===== src/rtl/image_pack_pkg.sv =====
// Shared config address and elaboration helpers for the image_pack stream stage.
package image_pack_pkg;

    localparam int unsigned CFG_IP_COUNT = 16;

    // Number of external beats that make up one full-depth pixel word.
    function automatic int unsigned pack_ratio(input int unsigned word_w, input int unsigned beat_w);
        return (beat_w == 0) ? 0 : word_w / beat_w;
    endfunction

    // Lane counter width; kept at one bit when a beat already fills a word.
    function automatic int unsigned lane_width(input int unsigned ratio);
        return (ratio > 1) ? $clog2(ratio) : 1;
    endfunction

endpackage


===== src/rtl/image_pack_if.sv =====
// Generic valid/ready stream bundle used on both sides of image_pack.
interface image_pack_if #(
    parameter int unsigned W = 64
) ();
    logic [W-1:0] bus;
    logic         val;
    logic         rdy;

    modport master (output bus, output val, input rdy);
    modport slave  (input bus, input val, output rdy);
endinterface


===== src/rtl/image_pack_out.sv =====
// Single-entry valid/ready output register; a load and an unload may coincide.
module image_pack_out #(
    parameter int unsigned W = 256
) (
    input  logic          clk,
    input  logic          rst,
    input  logic          i_load,
    input  logic [W-1:0]  i_data,
    image_pack_if.master  o_str
);
    logic         r_val;
    logic [W-1:0] r_data;

    // A new load wins over a transfer, so valid stays high on back-to-back words.
    always_ff @(posedge clk or negedge rst) begin
        if (!rst) begin
            r_val  <= 1'b0;
            r_data <= '0;
        end else if (i_load) begin
            r_val  <= 1'b1;
            r_data <= i_data;
        end else if (r_val && o_str.rdy) begin
            r_val  <= 1'b0;
        end
    end

    assign o_str.val = r_val;
    assign o_str.bus = r_data;
endmodule


===== src/rtl/image_pack.sv =====
// Packs R narrow external beats into one full-depth pixel word per run of cfg_count+1 words.
// Define IMAGE_PACK_SWAP_EN to place the first beat of each word in the MSB slot.
module image_pack
    import image_pack_pkg::*;
#(
    parameter int unsigned CFG_DWIDTH = 32,
    parameter int unsigned CFG_AWIDTH = 5,
    parameter int unsigned DEPTH_NB   = 16,
    parameter int unsigned IMG_WIDTH  = 16,
    parameter int unsigned EXT_DWIDTH = 64
) (
    input  logic                  clk,
    input  logic                  rst,
    input  logic [CFG_DWIDTH-1:0] cfg_data,
    input  logic [CFG_AWIDTH-1:0] cfg_addr,
    input  logic                  cfg_valid,
    input  logic                  next,
    image_pack_if.slave           ext,
    image_pack_if.master          str_img,
    output logic                  busy
);
    localparam int unsigned WORD_W = IMG_WIDTH * DEPTH_NB;
    localparam int unsigned R      = pack_ratio(WORD_W, EXT_DWIDTH);
    localparam int unsigned LANE_W = lane_width(R);
    localparam logic [LANE_W-1:0] LAST_LANE = LANE_W'(R - 1);

    generate
        if ((R == 0) || (R * EXT_DWIDTH != WORD_W)) begin : g_ratio_check
            $error("image_pack: IMG_WIDTH*DEPTH_NB must be a non-zero multiple of EXT_DWIDTH");
        end
    endgenerate

    typedef enum logic [1:0] {
        S_IDLE   = 2'd0,
        S_ACTIVE = 2'd1,
        S_DRAIN  = 2'd2
    } state_t;

    state_t                r_state;
    logic [LANE_W-1:0]     r_lane;
    logic [CFG_DWIDTH-1:0] r_word_cnt;
    logic [CFG_DWIDTH-1:0] r_word_max;
    logic [CFG_DWIDTH-1:0] r_cfg_count;
    logic [WORD_W-1:0]     r_pack;

    logic                  w_last;
    logic                  w_ext_rdy;
    logic                  w_fire;
    logic                  w_load;
    logic [LANE_W-1:0]     w_slot;
    logic [31:0]           w_base;
    logic [WORD_W-1:0]     w_word;

    // Shadow count; only sampled on a run start, so it carries no reset.
    always_ff @(posedge clk) begin
        if (cfg_valid && (cfg_addr == CFG_AWIDTH'(CFG_IP_COUNT))) begin
            r_cfg_count <= cfg_data;
        end
    end

    assign w_last    = (r_lane == LAST_LANE);
    assign w_ext_rdy = (r_state == S_ACTIVE) && (!str_img.val || str_img.rdy || !w_last);
    assign w_fire    = ext.val && w_ext_rdy;
    assign w_load    = w_fire && w_last;
    assign ext.rdy   = w_ext_rdy;
    assign busy      = (r_state != S_IDLE);

`ifdef IMAGE_PACK_SWAP_EN
    assign w_slot = LAST_LANE - r_lane;
`else
    assign w_slot = r_lane;
`endif
    assign w_base = 32'(w_slot) * 32'(EXT_DWIDTH);

    // Partial word with the current beat merged in; this is the word loaded on the last lane.
    always_comb begin
        w_word                          = r_pack;
        w_word[w_base +: EXT_DWIDTH]    = ext.bus;
    end

    always_ff @(posedge clk or negedge rst) begin
        if (!rst) begin
            r_state    <= S_IDLE;
            r_lane     <= '0;
            r_word_cnt <= '0;
            r_word_max <= '0;
            r_pack     <= '0;
        end else begin
            case (r_state)
                S_IDLE: begin
                    if (next) begin
                        r_word_max <= r_cfg_count;
                        r_word_cnt <= '0;
                        r_lane     <= '0;
                        r_state    <= S_ACTIVE;
                    end
                end
                S_ACTIVE: begin
                    if (w_fire) begin
                        r_pack <= w_word;
                        r_lane <= w_last ? '0 : r_lane + 1'b1;
                        // Compare before increment so an all-ones word_max never wraps.
                        if (w_last) begin
                            if (r_word_cnt == r_word_max) begin
                                r_state <= S_DRAIN;
                            end else begin
                                r_word_cnt <= r_word_cnt + 1'b1;
                            end
                        end
                    end
                end
                S_DRAIN: begin
                    if (str_img.val && str_img.rdy) begin
                        r_state <= S_IDLE;
                    end
                end
                default: r_state <= S_IDLE;
            endcase
        end
    end

    image_pack_out #(.W(WORD_W)) u_out (
        .clk    (clk),
        .rst    (rst),
        .i_load (w_load),
        .i_data (w_word),
        .o_str  (str_img)
    );
endmodule


===== src/flat_wrapper.sv =====
// flat-port wrapper written by rule: the top's interface ports become plain ports
module image_pack_flat import image_pack_pkg::*;
#(
    parameter int unsigned CFG_DWIDTH = 32,
    parameter int unsigned CFG_AWIDTH = 5,
    parameter int unsigned DEPTH_NB   = 16,
    parameter int unsigned IMG_WIDTH  = 16,
    parameter int unsigned EXT_DWIDTH = 64
)
  (clk, rst, cfg_data, cfg_addr, cfg_valid, next, busy, ext_bus, ext_val, ext_rdy, str_img_bus, str_img_val, str_img_rdy);
  image_pack_if #(.W((64))) ext_i ();
  image_pack_if #(.W((256))) str_img_i ();
  input  logic clk;
  input  logic rst;
  input  logic [CFG_DWIDTH-1:0] cfg_data;
  input  logic [CFG_AWIDTH-1:0] cfg_addr;
  input  logic cfg_valid;
  input  logic next;
  output logic busy;
  input wire logic [$bits(ext_i.bus)-1:0] ext_bus;
  input wire logic [$bits(ext_i.val)-1:0] ext_val;
  output wire logic [$bits(ext_i.rdy)-1:0] ext_rdy;
  output wire logic [$bits(str_img_i.bus)-1:0] str_img_bus;
  output wire logic [$bits(str_img_i.val)-1:0] str_img_val;
  input wire logic [$bits(str_img_i.rdy)-1:0] str_img_rdy;
  assign ext_i.bus = ext_bus;
  assign ext_i.val = ext_val;
  assign ext_rdy = ext_i.rdy;
  assign str_img_bus = str_img_i.bus;
  assign str_img_val = str_img_i.val;
  assign str_img_i.rdy = str_img_rdy;
  image_pack #(.CFG_DWIDTH(CFG_DWIDTH), .CFG_AWIDTH(CFG_AWIDTH), .DEPTH_NB(DEPTH_NB), .IMG_WIDTH(IMG_WIDTH), .EXT_DWIDTH(EXT_DWIDTH)) u_core (.clk(clk), .rst(rst), .cfg_data(cfg_data), .cfg_addr(cfg_addr), .cfg_valid(cfg_valid), .next(next), .ext(ext_i), .str_img(str_img_i), .busy(busy));
endmodule

===== config.mk =====
export PLATFORM = sky130hd
export DESIGN_NAME = image_pack_flat
export DESIGN_NICKNAME = d
export VERILOG_FILES = /design/src/rtl/image_pack_pkg.sv /design/src/rtl/image_pack_if.sv /design/src/rtl/image_pack_out.sv /design/src/rtl/image_pack.sv /design/src/flat_wrapper.sv
export SDC_FILE = /design/constraint.sdc
export NUM_CORES = 1
export LEC_CHECK = 0
export CAP_MARGIN = 20
export CORE_ASPECT_RATIO = 0.75
export CORE_MARGIN = 10
export CORE_UTILIZATION = 55
export CTS_BUF_LIST = sky130_fd_sc_hd__clkbuf_16
export DETAILED_ROUTE_END_ITERATION = 10
export GPL_ROUTABILITY_DRIVEN = 0
export PLACE_DENSITY = 0.85
export SLEW_MARGIN = 40
export SYNTH_ARGS = -nofsm -noshare
export SYNTH_HDL_FRONTEND = slang
export SYNTH_SLANG_ARGS = --single-unit

===== constraint.sdc =====
create_clock -name clk -period 5.9 [get_ports clk]
set_input_delay 1.475 -clock clk [delete_from_list [all_inputs] [get_ports clk]]
set_output_delay 1.475 -clock clk [all_outputs]
set_load 0.05 [all_outputs]

# Word-level counts from Yosys, hierarchy flattened
# Cells that the tools add are included.
# word_totals
reg_bits	613
latchBits	0
ram_bits	0
romBits	0
in_bits	107
out_inout_bits	259
wordCells	60
memories	0
# op_classes
addsub	3
n_mul	0
n_div	0
magnitude_cmp	0
eq_ne	11
n_shift	2
n_mux	18
bitwise	0
n_reduce_logical	18
# op_table
operator	count
$bwmux W256	1
$shift A64 B34 Y256 const A	1
$shiftx A64 B34 Y256	1
$mux W32	4
$pmux W32 S2	1
$neg A8 Y34	1
$add A32 B1 Y32 const B	1
$eq A32 B32 Y1	1
$mux W2	8
$reduce_and A5 Y1	2
$ne A2 B1 Y1 const B	3
$ne A2 B2 Y1 const B	3
$pmux W2 S3	1
$reduce_bool A2 Y1	3
$eq A5 B5 Y1 const B	1
$logic_and A1 B1 Y1	5
$eq A2 B2 Y1 const B	2
$pmux W2 S2	1
$reduce_and A2 Y1	2
$reduce_and A3 Y1	1
$add A2 B1 Y2 const B	1
$eq A2 B1 Y1 const B	1
$logic_not A1 Y1	2
$logic_not A2 Y1	1
2 further kinds	4

# Depth between registers and ports, before layout
# Gate-level depths: netlist (run 1).
# depth
ltp_word	7
depth_mapped	10
mapped_depth_nobuf	7

# By module
# From an unflattened synthesis (run 1), not the netlist that was laid out.
# unflattened
hier_cells	2661
hier_area_um2	27739.1
# modules_own_cells
mod	n_inst	cells_each	area_each_um2	seq_area_each_um2
image_pack	1	2117	17190.2	9068.7
image_pack_out	1	544	10548.9	6431.2

# Worst setup path after synthesis (run 1)
# No wires, ideal clock.
# synth_path
path_type	input port to output port
startpoint	in str_img_rdy
endpoint	out ext_rdy
arrival_ps	2375
t_required_ps	4425
path_slack_ps	2050
path_stages	2
path_buffers	0
cell_sequence	nor2b_1 > a21oi_1
# synth_via
elab_chain_cells	3
# synth_rtl
element	line_no	rtl
start: declaration	flat_wrapper.sv:25	input wire logic [$bits(str_img_i.rdy)-1:0] str_img_rdy;
$logic_or A1 B1 Y1 (2 in series)	image_pack.sv:62	assign w_ext_rdy = (r_state == S_ACTIVE) && (!str_img.val || str_img.rdy || !w_last);
$logic_and A1 B1 Y1	image_pack.sv:62	
end: declaration	flat_wrapper.sv:22	output wire logic [$bits(ext_i.rdy)-1:0] ext_rdy;
# No other way between the ends.

# Final worst setup path (run 1)
# Ends and elaborated chain as after synthesis.

==> run_results.csv, run 1 <==
group,metric,value,unit
outcome,outcome,"completed",
routing,vias,20571,
flow_run,drv_cap,0,
setup_path,slowest_stage,"clkdlybuf4s50_1",
timing,finalSetupTns,0,ps
routing,drt-total-wl,77700,µm
synthesis,synth_top_area_share,57.2,%
final_layout,multiInputGateArea,0.00904,mm²
grt,grt_pass1_wl,121000,µm
synthesis,synthCells,2376,
timing,hold_violations,0,
clock_network,clk_pin_slew,60,ps
setup_path,startpoint_type,"input pin",
timing,min_period,4750,ps
final_layout,diodes,0,
hold_path,hold_path_class,"reg2reg",
final_layout,post-route-util,68.1,%
clock_network,clock_sinks,613,
die,core-area,0.0459,mm²
setup_path,path_class,"in2out",
synthesis,ys_top_cells_by_area,"dfrtp_1 57%, a22o_1 8.9%, a221oi_1 4.4%, nand2_1 4.2%, nor2_1 3.9%",
final_layout,area_growth_syn_to_layout,22.8,%
synthesis,ys_types,45,
synthesis,yosys_warnings,0,
grt,grt_max_degree,167,
clock_network,ctsHoldBuffers,0,
clock_network,clk_latency,620,ps
grt,grt_remaining_overflow,0,
timing,worst_slew_pin_slew,897,ps
timing,max_slew_margin,40.2,%
clock_network,cts_tree,"done",
clock_network,clockRootBuffer,"clkbuf_16",
synthesis,synth_seq_cells,613,
routing,wire_per_inst,24.1,µm
power,pwr_density_cell,608,mW/mm²
final_layout,seqCellArea,0.0155,mm²
die,die_x,268,µm
routing,postRouteAntennaNets,0,
power,vdd_drop_max,0.000439,V
timing,clock_skew,23.0,ps
place,dp_hpwl,48000,µm
die,die-height,206,µm
final_layout,stdcell_area,0.0312,mm²
routing,first_iter_violations,2429,
timing,fmax,211,MHz
clock_network,postCtsSetupBuffers,0,
synthesis,synth_area,0.0254,mm²
place,placed_area,0.0294,mm²
synthesis,synth_enable_flop_cells,32,
synthesis,synth_most_common_cell,"dfrtp_1",
timing,maxSlewViolCount,0,
timing,finalCritPeriodShare,80.5,%
synthesis,seq_area_frac_synth,60.9,%
routing,firstDrtPassIters,6,
setup_path,worst-path-buf-inv,2,
synthesis,synth_top_area_cell,"dfrtp_1",
die,row_count,68,
timing,setup_violations,0,
routing,viasPerCell,6.38,
setup_path,max_stage_delay,900,ps
grt,grt.total_usage,27.6,%
clock_network,cts_buffer_depth,3,
final_layout,fill_cells,3209,
setup_path,path_cells,"clkdlybuf4s50_1 -> nor2b_1 -> a21oi_1 -> clkdlybuf4s50_1",
setup_path,cp.required,4430,ps
synthesis,synth_ff_type,"dfrtp_1",
timing,setup_ws,1150,ps
die,num_io_pins,366,
synthesis,syn_avg_cell_area,10.7,µm²
synthesis,async_flop_share,94.8,%
clock_network,cts_resized,0,
synthesis,syn_nets,2490,
setup_path,cp.arrival,3270,ps
clock_network,cts_max_level,2,
setup_path,crit_path_end_kind,"output pin",
place,place.port_buffers,365,
clock_network,cts_buffers,57,
place,place_ws,1150,ps
final_layout,nNetsFinal,2699,
setup_path,path_max_fanout,4,
routing,drc,0,
final_layout,drive_gt1_share,5.44,%
die,dieArea,0.0553,mm²
synthesis,synth_common_cells,"581 x dfrtp_1, 284 x nand2_1, 263 x nor2_1, 257 x a22o_1, 156 x clkbuf_1",
die,start_util,55.5,%
setup_path,crit_family,"buffers and inverters",
grt,grt_pass1_vias,20916,
timing,rsz0062_at_grt,"no",
setup_path,cp_common_cell,"clkdlybuf4s50_1",
power,total_leakage_power,0.0140,µW
grt,antenna_found_initial,0,
timing,whs,441,ps
cells in the final DEF, fill, tap and decap left out, drive strengths merged, types with 32 or more instances in the layout:
cell type      netlist  routed
a21oi              129     129
a221oi             128     128
a22o               257     257
buf                 92      36
clkbuf             158      59
clkdlybuf4s50        0     364
dfrtp              581     581
edfxtp              32      32
nand2              285     285
nor2               263     263
nor2b              130     130
o21ai              135     135
xor2                32      32
logic make-up after synthesis:
kind of cell,after synthesis,synth area share [%]
compound gates,666,19.0
flops,613,60.9
xor+xnor,32,1.10
simple gates,778,13.7
buf+inv,259,4.04
fa+ha+maj,7,0.344
mux,21,0.831
layer usage:
layer | share of wire (%) | GRT usage (%) | vias to the layer above
met4 | 2.5 | 8.80 | 0
li1 | - | - | 8795
met1 | 39 | 36.6 | 10468
met3 | 10 | 6.36 | 142
met2 | 48 | 44.8 | 1166
met5 | 0 | 0 | -
worst min-delay path, stage by stage, from the launching register on:
cell	delay (ps)
edfxtp_1	320
nand2_1	40
nand2_1	40
worst paths after layout:
check,to,cells past startpoint,slack [ps],from
setup / recovery,ext_rdy,4,1150,str_img_rdy
hold / removal,u_core.r_word_max[21],2,440,u_core.r_cfg_count[21]
setup reg to reg,u_core.r_pack[220],6,2530,u_core.r_state[1]
hold reg to reg,u_core.r_word_max[21],2,440,u_core.r_cfg_count[21]
max in group asynchronous,u_core.r_pack[165],3,3770,rst
min in group asynchronous,u_core.r_pack[176],1,780,rst
where the power goes:
group	switching, µW	internal, µW	total, µW	leakage (µW)
Combinational	5580	2840	8420	0.00511
Clock	1610	2020	3630	0.000936
Sequential	1110	5820	6920	0.00800
area by class of cell:
class,count,area share [%]
Multi-Input combinational cell,1504,28.9
Inverter,9,0.108
Timing Repair Buffer,400,13.1
Sequential cell,613,49.6
Tap cell,595,2.38
Clock buffer,59,4.73
Clock inverter,45,1.10
per-stage QoR:
stage / power, µW / instances
finish: 19000 / 3225
global route: 19800 / 3225
CTS: 19000 / 3224
detailed placement: 15300 / 3120
global placement: 15000 / 3115
floorplan: 12100 / 2376
state kept, by name, indices dropped and copies added, names as in the netlist:
name,count
u_core.r_state,2
u_core.r_word_max,32
u_core.r_pack,256
u_core.r_lane,2
u_core.u_out.o_str.bus,256
u_core.r_word_cnt,32
u_core.u_out.o_str.val,1
u_core.r_cfg_count,32
Note: power is estimated with default switching activity, not from simulation.
==> inputs of run 2 (changes only) <==
==> constraint.sdc (replaced) <==
create_clock -name clk -period 4.9 [get_ports clk]
set_input_delay 1.225 -clock clk [delete_from_list [all_inputs] [get_ports clk]]
set_output_delay 1.225 -clock clk [all_outputs]
set_load 0.05 [all_outputs]
==> run_results.csv, run 2 (same netlist as run 1, synthesis figures left out) <==
group,metric,value,unit
setup_path,worst-path-buf-inv,2,
power,power_switching,9980,µW
timing,worst_slew_pin_slew,879,ps
timing,finalSetupTns,0,ps
place,numPlacedInstances,3123,
routing,firstDrtPassIters,6,
clock_network,cts_buffers,57,
hold_path,hold_path_class,"reg2reg",
clock_network,clockRootBuffer,"clkbuf_16",
setup_path,startpoint_type,"input pin",
power,p_sw_share,43.3,%
die,start_util,55.5,%
timing,maxSlewViolCount,0,
die,num_io_pins,366,
timing,clock_skew,19.5,ps
timing,min_period,4190,ps
place,place.port_buffers,365,
timing,max_slew_margin,41.4,%
setup_path,slowest_stage,"clkdlybuf4s50_1",
die,core-area,0.0459,mm²
power,pwr_density_cell,735,mW/mm²
setup_path,crit_family,"buffers and inverters",
clock_network,postCtsSetupBuffers,0,
die,dieArea,0.0553,mm²
setup_path,cp_common_cell,"clkdlybuf4s50_1",
setup_path,crit_end,"ext_rdy",
grt,grt_pass1_wl,119000,µm
timing,rsz0062_at_grt,"no",
routing,wire_per_inst,23.8,µm
routing,postRouteAntennaNets,0,
final_layout,post-route-util,68.4,%
power,pwr-share-clk,20.2,%
routing,drt-total-wl,76800,µm
routing,first_iter_violations,2220,
power,total_leakage_power,0.0141,µW
setup_path,path_max_fanout,4,
timing,hold_violations,0,
die,die_x,268,µm
timing,finalCritPeriodShare,85.6,%
final_layout,area_growth_syn_to_layout,23.4,%
grt,antenna_found_initial,1,
timing,setup_ws,708,ps
setup_path,reg2reg_to,"u_core.r_pack[234]",
clock_network,clock_sinks,613,
final_layout,nNetsFinal,2701,
power,intPower,13100,µW
die,row_count,68,
clock_network,clk_latency,610,ps
die,die-height,206,µm
power,power.share.combinational,43.6,%
final_layout,final_common_cell,"dfrtp_1",
clock_network,cts_buffer_depth,3,
setup_path,reg2reg_slack,1540,ps
routing,drc,0,
clock_network,ctsHoldBuffers,0,
setup_path,startpoint,"str_img_rdy",
setup_path,max_stage_delay,870,ps
timing,setup_violations,0,
final_layout,layout_common_cells,"581 x dfrtp_1, 364 x clkdlybuf4s50_1, 280 x nand2_1",
place,place_ws,713,ps
setup_path,path_class,"in2out",
setup_path,path_cells,"clkdlybuf4s50_1 -> nor2b_1 -> a21oi_1 -> clkdlybuf4s50_1",
outcome,outcome,"completed",
setup_path,cp.arrival,2970,ps
routing,vias,20517,
power,seqPwrFrac,36.2,%
grt,grt.total_usage,27.2,%
place,dp_hpwl,48100,µm
hold_path,hold_depth,2,
setup_path,cp.required,3670,ps
setup_path,reg2reg_depth,6,
grt,grt_max_degree,179,
power,vdd_drop_max,0.000632,V
timing,fmax,239,MHz
grt,grt_remaining_overflow,0,
clock_network,clk_pin_slew,60,ps
final_layout,drive_gt1_share,5.62,%
final_layout,instances_no_fill,3230,
setup_path,crit_path_end_kind,"output pin",
clock_network,cts_resized,0,
setup_path,path_depth,4,
clock_network,cts_max_level,2,
clock_network,cts_tree,"done",
grt,grt_pass1_vias,20791,
routing,viasPerCell,6.35,
flow_run,drv_cap,0,
setup_path,rr_startpoint,"u_core.r_state[1]",
==> run 2: power groups by stage <==
stage / Sequential (µW) / Clock (µW) / Combinational, µW
2_1_floorplan: 11500 / 0 / 3070
3_3_place_gp: 8250 / 0 / 9760
3_5_place_dp: 8310 / 0 / 10000
4_1_cts: 8300 / 4700 / 10100
6_report: 8350 / 4650 / 10100
5_1_grt: 8510 / 4920 / 10600
==> run 2: cell type report <==
type                            instances  area [µm²]
Multi-Input combinational cell       1504        9030
Clock buffer                           59        1480
Sequential cell                       613       15500
Tap cell                              595         744
Clock inverter                         47         482
Antenna cell                            1        2.50
Inverter                                9        33.8
Fill cell                            3119       14500
Timing Repair Buffer                  402        4120
==> run 2: worst reg2reg max path, cell delays in order, from the launching register on <==
cell	delay (ps)
dfrtp_1	430
nand2b_1	440
a21oi_1	370
and2_1	610
nand2_2	630
buf_4	480
a22o_1	270
==> run 2: stage by stage <==
step | total power (µW) | cell area, µm² | hold WS (ps)
CTS | 23100 | 31300 | 441
detailed placement | 18300 | 29400 | 428
finish | 23100 | 31400 | 438
global route | 24000 | 31400 | 463
floorplan | 14500 | 25400 | 415
global placement | 18000 | 29300 | 430
==> run 2: worst min-delay path by stage <==
stage | from | end
after floorplan | u_core.r_cfg_count[0] | u_core.r_word_max[0]
final | u_core.r_cfg_count[29] | u_core.r_word_max[29]
after CTS | u_core.r_cfg_count[10] | u_core.r_word_max[10]
after detailed placement | u_core.r_cfg_count[3] | u_core.r_word_max[3]
after global placement | u_core.r_cfg_count[3] | u_core.r_word_max[3]
after global routing | u_core.r_cfg_count[16] | u_core.r_word_max[16]
==> run 2: layer usage <==
layer / up-vias / wire length, µm / track usage, %
met4: 0 / 2150 / 9.34
li1: 8784 / - / -
met5: - / 0 / 0
met2: 1257 / 36300 / 43.0
met3: 148 / 7870 / 6.87
met1: 10328 / 30500 / 36.3
==> inputs of run 3 (changes only) <==
--- a/config.mk
+++ b/config.mk
@@ -10,9 +10,11 @@
 export CORE_MARGIN = 10
 export CORE_UTILIZATION = 55
 export CTS_BUF_LIST = sky130_fd_sc_hd__clkbuf_16
+export CTS_CLUSTER_SIZE = 16
 export DETAILED_ROUTE_END_ITERATION = 10
 export GPL_ROUTABILITY_DRIVEN = 0
 export PLACE_DENSITY = 0.85
+export SKIP_CTS_REPAIR_TIMING = 1
 export SLEW_MARGIN = 40
 export SYNTH_ARGS = -nofsm -noshare
 export SYNTH_HDL_FRONTEND = slang
==> constraint.sdc (replaced) <==
create_clock -name clk -period 5.21 [get_ports clk]
set_input_delay 1.3025 -clock clk [delete_from_list [all_inputs] [get_ports clk]]
set_output_delay 1.3025 -clock clk [all_outputs]
set_load 0.05 [all_outputs]
==> run_results.csv, run 3 (same netlist as run 1, synthesis figures left out) <==
group,metric,value,unit
outcome,outcome,"completed",
grt,grt.total_usage,27.6,%
die,start_util,55.5,%
final_layout,final_common_cell,"dfrtp_1",
timing,hold_violations,0,
timing,setup_ws,813,ps
clock_network,cts_max_level,2,
timing,max_slew_margin,38.6,%
final_layout,drive_gt1_share,5.25,%
final_layout,stdcell_area,0.0311,mm²
timing,fmax,227,MHz
timing,maxSlewViolCount,0,
final_layout,post-route-util,67.9,%
routing,firstDrtPassIters,6,
place,place_ws,859,ps
setup_path,slowest_stage,"clkdlybuf4s50_1",
routing,drc,0,
final_layout,layout_common_cells,"581 x dfrtp_1, 364 x clkdlybuf4s50_1, 280 x nand2_1",
grt,grt_pass1_vias,20877,
timing,finalCritPeriodShare,84.4,%
clock_network,clk_latency,590,ps
routing,postRouteAntennaNets,0,
final_layout,area_growth_syn_to_layout,22.5,%
setup_path,reg2reg_slack,1770,ps
timing,min_period,4400,ps
place,place.port_buffers,365,
timing,rsz0062_at_grt,"no",
setup_path,cp_common_cell,"clkdlybuf4s50_1",
final_layout,nNetsFinal,2699,
clock_network,clk_pin_slew,60,ps
setup_path,crit_family,"buffers and inverters",
routing,vias,20789,
power,p_total,21300,µW
timing,setup_violations,0,
power,vdd_drop_max,0.000620,V
setup_path,reg2reg_depth,6,
routing,first_iter_violations,2388,
setup_path,startpoint_type,"input pin",
setup_path,cp.required,3910,ps
final_layout,diodes,0,
timing,worst_slew_pin_slew,921,ps
clock_network,cts_tree,"done",
flow_run,drv_cap,0,
routing,drt-total-wl,77600,µm
grt,grt_pass1_wl,121000,µm
clock_network,clockRootBuffer,"clkbuf_16",
die,die-height,206,µm
setup_path,path_class,"in2out",
die,dieArea,0.0553,mm²
clock_network,cts_buffers,56,
setup_path,reg2reg_to,"u_core.r_pack[231]",
hold_path,hold_path_class,"reg2reg",
grt,antenna_found_initial,0,
grt,grt_remaining_overflow,0,
hold_path,hold_depth,2,
place,placed_area,0.0294,mm²
die,die_x,268,µm
setup_path,cp.arrival,3090,ps
final_layout,fill_cells,3218,
timing,clock_skew,14.5,ps
clock_network,cts_buffer_depth,3,
setup_path,rr_startpoint,"u_core.r_state[1]",
place,dp_hpwl,48500,µm
setup_path,max_stage_delay,890,ps
grt,grt_max_degree,159,
die,num_io_pins,366,
power,total_leakage_power,0.0140,µW
setup_path,path_cells,"clkdlybuf4s50_1 -> nor2b_1 -> a21oi_1 -> clkdlybuf4s50_1",
hold_path,min_to,"u_core.r_word_max[30]",
hold_path,hp-start,"u_core.r_cfg_count[30]",
routing,viasPerCell,6.45,
timing,finalSetupTns,0,ps
setup_path,worst-path-buf-inv,2,
power,pwr_density_cell,685,mW/mm²
die,row_count,68,
clock_network,clock_sinks,613,
routing,wire_per_inst,24.1,µm
die,core-area,0.0459,mm²
setup_path,crit_path_end_kind,"output pin",
setup_path,path_max_fanout,4,
-- run 3: cell type report --
type                    instances  area [µm²]  share of cell area (%)
repair buffers                401        4100                    13.2
flip-flops and latches        613       15500                    49.8
clock inverters                45         308                   0.988
well taps                     595         744                    2.39
inverters                       9        33.8                   0.108
multi-input cells            1504        9030                    29.0
clock buffers                  57        1430                    4.58
-- run 3: how the worst max path moves through the flow --
| stage | cells after the start | slack, ps | startpoint | endpoint |
|---|---|---|---|---|
| after floorplan | 2 | 1710 | str_img_rdy | ext_rdy |
| after global placement | 4 | 870 | str_img_rdy | ext_rdy |
| after detailed placement | 4 | 860 | str_img_rdy | ext_rdy |
| after CTS | 4 | 830 | str_img_rdy | ext_rdy |
| after global routing | 4 | 780 | str_img_rdy | ext_rdy |
| final | 4 | 810 | str_img_rdy | ext_rdy |
-- run 3: per-layer routing --
metal  GRT usage (%)  share of wire (%)  wire (µm)  vias to the layer above
met5               0                  0          0                        -
met4            7.65                2.5       1940                        0
met3            6.73                 11       8370                      164
met2            44.4                 47      36700                     1269
met1            37.0                 39      30500                    10570
li1                -                  -          -                     8786
-- run 3: where the power goes --
group	internal, µW	switching [µW]
combinational	3190	6300
clock	2170	1800
sequential	6590	1280
total	12000	9380
-- run 3: worst register-to-register path: stages, from the launching register on --
cell and delay (ps):
dfrtp_1 450, nand2b_1 480, a21oi_1 430, and2_1 590, nand2_2 630, buf_4 480, a22o_1 260
-- run 3: stage by stage --
| stage | std cells | hold WS, ps |
|---|---|---|
| 5_1_grt | 3224 | 467 |
| 3_3_place_gp | 3118 | 430 |
| 3_5_place_dp | 3121 | 431 |
| 2_1_floorplan | 2376 | 415 |
| 6_report | 3224 | 441 |
| 4_1_cts | 3223 | 444 |
